## config.mk

```make
export PLATFORM = sky130hd
export DESIGN_NAME = fetch_stage
export DESIGN_NICKNAME = d
export VERILOG_FILES = /design/src/rtl/fetch_stage_pkg.sv /design/src/rtl/fetch_stage_next_pc_sel.sv /design/src/rtl/fetch_stage.sv
export SDC_FILE = /design/constraint.sdc
export NUM_CORES = 1
export LEC_CHECK = 0
export BUFFER_PORTS_ARGS = -buffer_cell sky130_fd_sc_hd__buf_2
export CELL_PAD_IN_SITES_DETAIL_PLACEMENT = 0
export CELL_PAD_IN_SITES_GLOBAL_PLACEMENT = 1
export CORE_MARGIN = 1
export CORE_UTILIZATION = 25
export DETAILED_ROUTE_END_ITERATION = 16
export PLACE_DENSITY = 0.58
export SETUP_SLACK_MARGIN = 0.2
export SLEW_MARGIN = 0
export SYNTH_ARGS = -nofsm -noshare
export SYNTH_HDL_FRONTEND = slang
export SYNTH_SLANG_ARGS = --single-unit
```

## constraint.sdc

```tcl
create_clock -name clk -period 2.85 [get_ports clk]
set_input_delay 0.57 -clock clk [delete_from_list [all_inputs] [get_ports clk]]
set_output_delay 0.57 -clock clk [all_outputs]
set_load 0.1 [all_outputs]
```

## src/rtl/fetch_stage_pkg.sv

```systemverilog
// Shared pipeline definitions for the fetch stage: FSM states, IF/ID layout and bubble word.
package fetch_stage_pkg;

    localparam int unsigned XLEN     = 32;
    localparam int unsigned JUMP_IDX = 26;

    localparam logic [XLEN-1:0] NopWord = 32'h0000_0000;

    typedef enum logic [1:0] {
        StBoot,
        StRun,
        StHalt
    } fetch_state_e;

    typedef struct packed {
        logic [XLEN-1:0] instr;
        logic [XLEN-1:0] pc4;
        logic            valid;
    } ifid_t;

    // j target: upper nibble of the delay-slot PC, word index shifted into place.
    function automatic logic [XLEN-1:0] jump_target(input logic [3:0]          pc4_hi,
                                                    input logic [JUMP_IDX-1:0] index);
        return {pc4_hi, index, 2'b00};
    endfunction

endpackage

```

## src/rtl/fetch_stage_next_pc_sel.sv

```systemverilog
// Next-PC priority mux for the fetch stage: branch, jump, stall, halt, sequential.
module fetch_stage_next_pc_sel
    import fetch_stage_pkg::*;
(
    input  fetch_state_e             state_i,
    input  logic [XLEN-1:0]          pc_i,
    input  logic                     at_limit_i,
    input  logic                     stall_i,
    input  logic                     id_jump_i,
    input  logic [JUMP_IDX-1:0]      id_jump_index_i,
    input  logic [3:0]               ifid_pc4_hi_i,
    input  logic                     ex_branch_taken_i,
    input  logic [XLEN-1:0]          ex_branch_target_i,
    output logic [XLEN-1:0]          next_pc_o,
    output logic                     flush_o,
    output logic                     fetch_o
);

    always_comb begin
        next_pc_o = pc_i;
        flush_o   = 1'b0;
        fetch_o   = 1'b0;
        unique case (state_i)
            StBoot: begin
                flush_o = 1'b1;
            end
            StRun: begin
                if (ex_branch_taken_i) begin
                    next_pc_o = ex_branch_target_i;
                    flush_o   = 1'b1;
                end else if (id_jump_i && !stall_i) begin
                    next_pc_o = jump_target(ifid_pc4_hi_i, id_jump_index_i);
                    flush_o   = 1'b1;
                end else if (at_limit_i) begin
                    // Past the program: stop fetching regardless of stall.
                    flush_o = 1'b1;
                end else if (!stall_i) begin
                    next_pc_o = pc_i + 32'd4;
                    fetch_o   = 1'b1;
                end
            end
            StHalt: begin
                flush_o = 1'b1;
                if (ex_branch_taken_i) begin
                    next_pc_o = ex_branch_target_i;
                end
            end
            default: begin
                flush_o = 1'b1;
            end
        endcase
    end

endmodule

```

## src/rtl/fetch_stage.sv

```systemverilog
// IF stage: PC register, boot/run/halt FSM, IF/ID pipeline register and fetch counter.
module fetch_stage
    import fetch_stage_pkg::*;
#(
    parameter logic [31:0] RESET_PC = 32'h0000_0000,
    parameter logic [31:0] PC_LIMIT = 32'd28,
    parameter logic [31:0] NOP_WORD = NopWord
) (
    input  logic        clk,
    input  logic        reset,
    input  logic        stall_i,
    input  logic        id_jump_i,
    input  logic [25:0] id_jump_index_i,
    input  logic        ex_branch_taken_i,
    input  logic [31:0] ex_branch_target_i,
    input  logic [31:0] imem_instr_i,
    output logic [31:0] imem_pc_o,
    output logic [31:0] ifid_instr_o,
    output logic [31:0] ifid_pc4_o,
    output logic        ifid_valid_o,
    output logic        halted_o,
    output logic [31:0] fetch_count_o
);

    fetch_state_e state_q, state_d;
    logic [31:0]  pc_q, pc_d;
    ifid_t        ifid_q, ifid_d;
    logic [31:0]  count_q, count_d;

    logic flush, fetch, at_limit;

    assign at_limit = (pc_q >= PC_LIMIT);

    fetch_stage_next_pc_sel u_next_pc_sel (
        .state_i            (state_q),
        .pc_i               (pc_q),
        .at_limit_i         (at_limit),
        .stall_i            (stall_i),
        .id_jump_i          (id_jump_i),
        .id_jump_index_i    (id_jump_index_i),
        .ifid_pc4_hi_i      (ifid_q.pc4[31:28]),
        .ex_branch_taken_i  (ex_branch_taken_i),
        .ex_branch_target_i (ex_branch_target_i),
        .next_pc_o          (pc_d),
        .flush_o            (flush),
        .fetch_o            (fetch)
    );

    always_comb begin
        state_d = state_q;
        unique case (state_q)
            StBoot: state_d = StRun;
            StRun: begin
                if (!ex_branch_taken_i && !(id_jump_i && !stall_i) && at_limit) begin
                    state_d = StHalt;
                end
            end
            StHalt: begin
                if (ex_branch_taken_i) begin
                    state_d = StRun;
                end
            end
            default: state_d = StBoot;
        endcase
    end

    always_comb begin
        ifid_d = ifid_q;
        if (flush) begin
            ifid_d = '{instr: NOP_WORD, pc4: 32'd0, valid: 1'b0};
        end else if (fetch) begin
            // On a sequential fetch the next PC is exactly this instruction's PC+4.
            ifid_d = '{instr: imem_instr_i, pc4: pc_d, valid: 1'b1};
        end
    end

    always_comb begin
        count_d = count_q;
        if (fetch && (count_q != 32'hFFFF_FFFF)) begin
            count_d = count_q + 32'd1;
        end
    end

    always_ff @(posedge clk) begin
        if (!reset) begin
            state_q <= StBoot;
            pc_q    <= RESET_PC;
            ifid_q  <= '{instr: NOP_WORD, pc4: 32'd0, valid: 1'b0};
            count_q <= 32'd0;
        end else begin
            state_q <= state_d;
            pc_q    <= pc_d;
            ifid_q  <= ifid_d;
            count_q <= count_d;
        end
    end

    assign imem_pc_o     = pc_q;
    assign ifid_instr_o  = ifid_q.instr;
    assign ifid_pc4_o    = ifid_q.pc4;
    assign ifid_valid_o  = ifid_q.valid;
    assign halted_o      = (state_q == StHalt);
    assign fetch_count_o = count_q;

endmodule

```

==> metrics <==
run status completed; clk_lat worst skew 0.42 ns; Crit path required time 3.20 ns; CTS Buf Count 17; VDD IR max 0.0005032 V; Worst setup EP type flip-flop; Hold Fails Final Rpt 0; startpoint class of the critical path flip-flop; core area 0.02511 sq mm; via count 6139; final std cells w/o fill 1218; Clk pwr share 0.315; First DRT Iteration DRCs 380; # resized after CTS 0; routed wire length per instance 17.54 um; Crit Path Category reg -> reg; Crit Path Max Fanout 17; Worst R2R Setup Slack 0.47 ns; initial antenna violation count 2; Synth cell types 51; Hold Path Sink ifid_instr_o[5]$_SDFFE_PP0P_; fmax 419.3 MHz; Placed Cells 1185; DRC errors left 0; NetSw 3.125 mW; Worst Skew 0.01274 ns; Comb pwr share 0.385; Hold WS 0.4220 ns; layout cell share with drive strength beyond 1 0.3991; worst stage delay on the critical path 0.64 ns; Worst path slowest cell or4_1; post-route ant nets 0; Hold Crit Start imem_instr_i[5]; postcts setup bufs 0; worst hold-check path type in -> reg; Final Cycle Share 0.8368; syn nets 782; clk slew on worst S/H paths 0.07 ns; worst slew pin tran 0.6237 ns; clock sinks 131; number of flops mapped to enable cells by yosys 0; Mapped Cells 681; Vias/cell 5.040; detailed-placement wirelength estimate 14.54 mm; Synth async-reset ratio 0; Reg2Reg Depth 5; Nets 975; crit-path leading delay family simple AND/OR/NAND/NOR gates; post-route minimum period 2.385 ns; routability cong. 0.7368; Power Internal 4.038 mW; Synth Area per Inst 9.374 sq um; Buf/Inv on CP 0; CTS tree yes; largest net degree at the start of global routing 57; number of global-route vias before repair 5766; max_cap viols 0; Worst path depth 5; register area share after synthesis 0.4108; commonest non-fill, non-tap cell in the layout buf_2; P&R area growth vs syn 31.48%; drt first pass iters 4; Hold Buf Count CTS 0; Synth warnings 0; hold depth 2; row cnt 58; total chip power 7.163 mW; Final Util 0.3343; LEAKAGE 3.773 nW; Root Driver clkbuf_16; Net Sw Frac 0.4363; first-pass GRT wire length 33.21 mm; pre-CTS setup slack 0.3912 ns; post-route cell area 0.008393 sq mm; DIE WIDTH 161.8 um; GRT Util Overall 0.1612; post-route setup slack 0.4652 ns; CP cell instances nor4_2, and4_4, nand4_2, or4_1, a21oi_1; predominant post-synthesis flop cell dfxtp_1; I/O pin count 225; Seq pwr share 0.300; Final TNS setup 0 ns; Clock Path Buffers 2; commonest non-fill, non-tap cells in the layout 223 x buf_2, 129 x dfxtp_1, 60 x a21oi_1; Initial Util 0.2542; Yosys reg bits 131; die area 0.02618 sq mm; max-slew violation count 0; Worst slew margin 0.5834; Power Dens Cells 853.5 mW/mm^2; R2R Path End fetch_count_o[14]$_SDFFE_PN0P_; Worst EP arrival 2.73 ns; Post-Syn Area 0.006384 sq mm; reg2reg start imem_pc_o[17]$_SDFF_PN0_; DP Area 0.007794 sq mm; RSZ-0062 raised after global routing no; CTS H-tree depth 4; Die Height 161.8 um; Setup violations, final 0; final wirelength 21.36 mm; residual overflow from global routing 0; IO buf count 224
==> worst register-to-register path: cells and delay by family (launching register included) <==
| family | cells | cell delay, ns |
|---|---|---|
| flops | 1 | 0.36 |
| simple gates | 4 | 1.82 |
| compound gates | 1 | 0.15 |
==> Yosys cell counts, types with 11 or more instances <==
library cell  count  share of area
dfxtp_1         131           0.41
a21oi_1          60          0.047
clkbuf_1         41          0.024
and3_1           36          0.035
o221a_2          34          0.060
a211oi_1         29          0.034
o21a_1           29          0.034
a21o_1           27          0.032
mux2_2           27          0.048
nand2_1          26          0.015
o22ai_1          26          0.025
or4_1            22          0.026
o31ai_1          21          0.025
nand3_1          18          0.014
buf_2            17          0.013
o21ai_0          14          0.011
nand4_1          13          0.013
inv_1            11         0.0065
==> power by group through the flow <==
stage | Sequential [mW] | Clock (mW) | Combinational (mW)
finish | 2.15 | 2.25 | 2.76
detailed placement | 2.19 | 0 | 2.77
floorplan | 3.10 | 0 | 1.25
global route | 2.17 | 2.41 | 2.95
CTS | 2.15 | 2.33 | 2.78
global placement | 2.19 | 0 | 2.77
==> layout make-up <==
cell class	instances	area, sq um
diodes	1	2.502
clock buffers	17	425.4
clock inverters	15	171.4
fillers	2716	16720
inverters	11	41.29
multi-input cells	472	3438
flip-flops and latches	131	2625
well taps	330	412.9
repair buffers	241	1276
==> flip-flops by register name, summed over array words and instances (netlist names) <==
signal,cells
ifid_valid_o,1
state_q,2
ifid_instr_o,32
imem_pc_o,32
fetch_count_o,32
ifid_pc4_o,32
==> per-layer routing <==
metal	wire, um	global-route usage	up-vias
met5	10	0	-
met4	191	0.04074	2
met3	1570	0.05286	14
met2	9599	0.2526	193
met1	9990	0.2119	2882
li1	-	-	3048
==> how the worst max path moves through the flow <==
| stage | start | end | slack, ns |
|---|---|---|---|
| 3_5_place_dp | ex_branch_taken_i | fetch_count_o[14]$_SDFFE_PN0P_ | 0.39 |
| 3_3_place_gp | ex_branch_taken_i | fetch_count_o[14]$_SDFFE_PN0P_ | 0.40 |
| 5_1_grt | state_q[1]$_SDFFE_PN0P_ | fetch_count_o[14]$_SDFFE_PN0P_ | 0.35 |
| 6_report | imem_pc_o[17]$_SDFF_PN0_ | fetch_count_o[14]$_SDFFE_PN0P_ | 0.47 |
| 4_1_cts | state_q[0]$_SDFFE_PN0P_ | halted_o | 0.49 |
| 2_1_floorplan | fetch_count_o[12]$_SDFFE_PN0P_ | fetch_count_o[4]$_SDFFE_PN0P_ | 0.24 |
==> kinds of logic (layout without fill, tap and decap cells) <==
logic type	Yosys count	in the layout	synth area share
buffers and inverters	78	284	0.05194
AO/OA/AOI/OAI	253	253	0.2858
adder cells (fa/ha/maj)	6	6	0.01176
flip-flops	131	131	0.4108
AND/OR/NAND/NOR	179	179	0.1811
other	0	1	0
multiplexers	34	34	0.05860
Note: power is estimated with default switching activity, not from simulation.
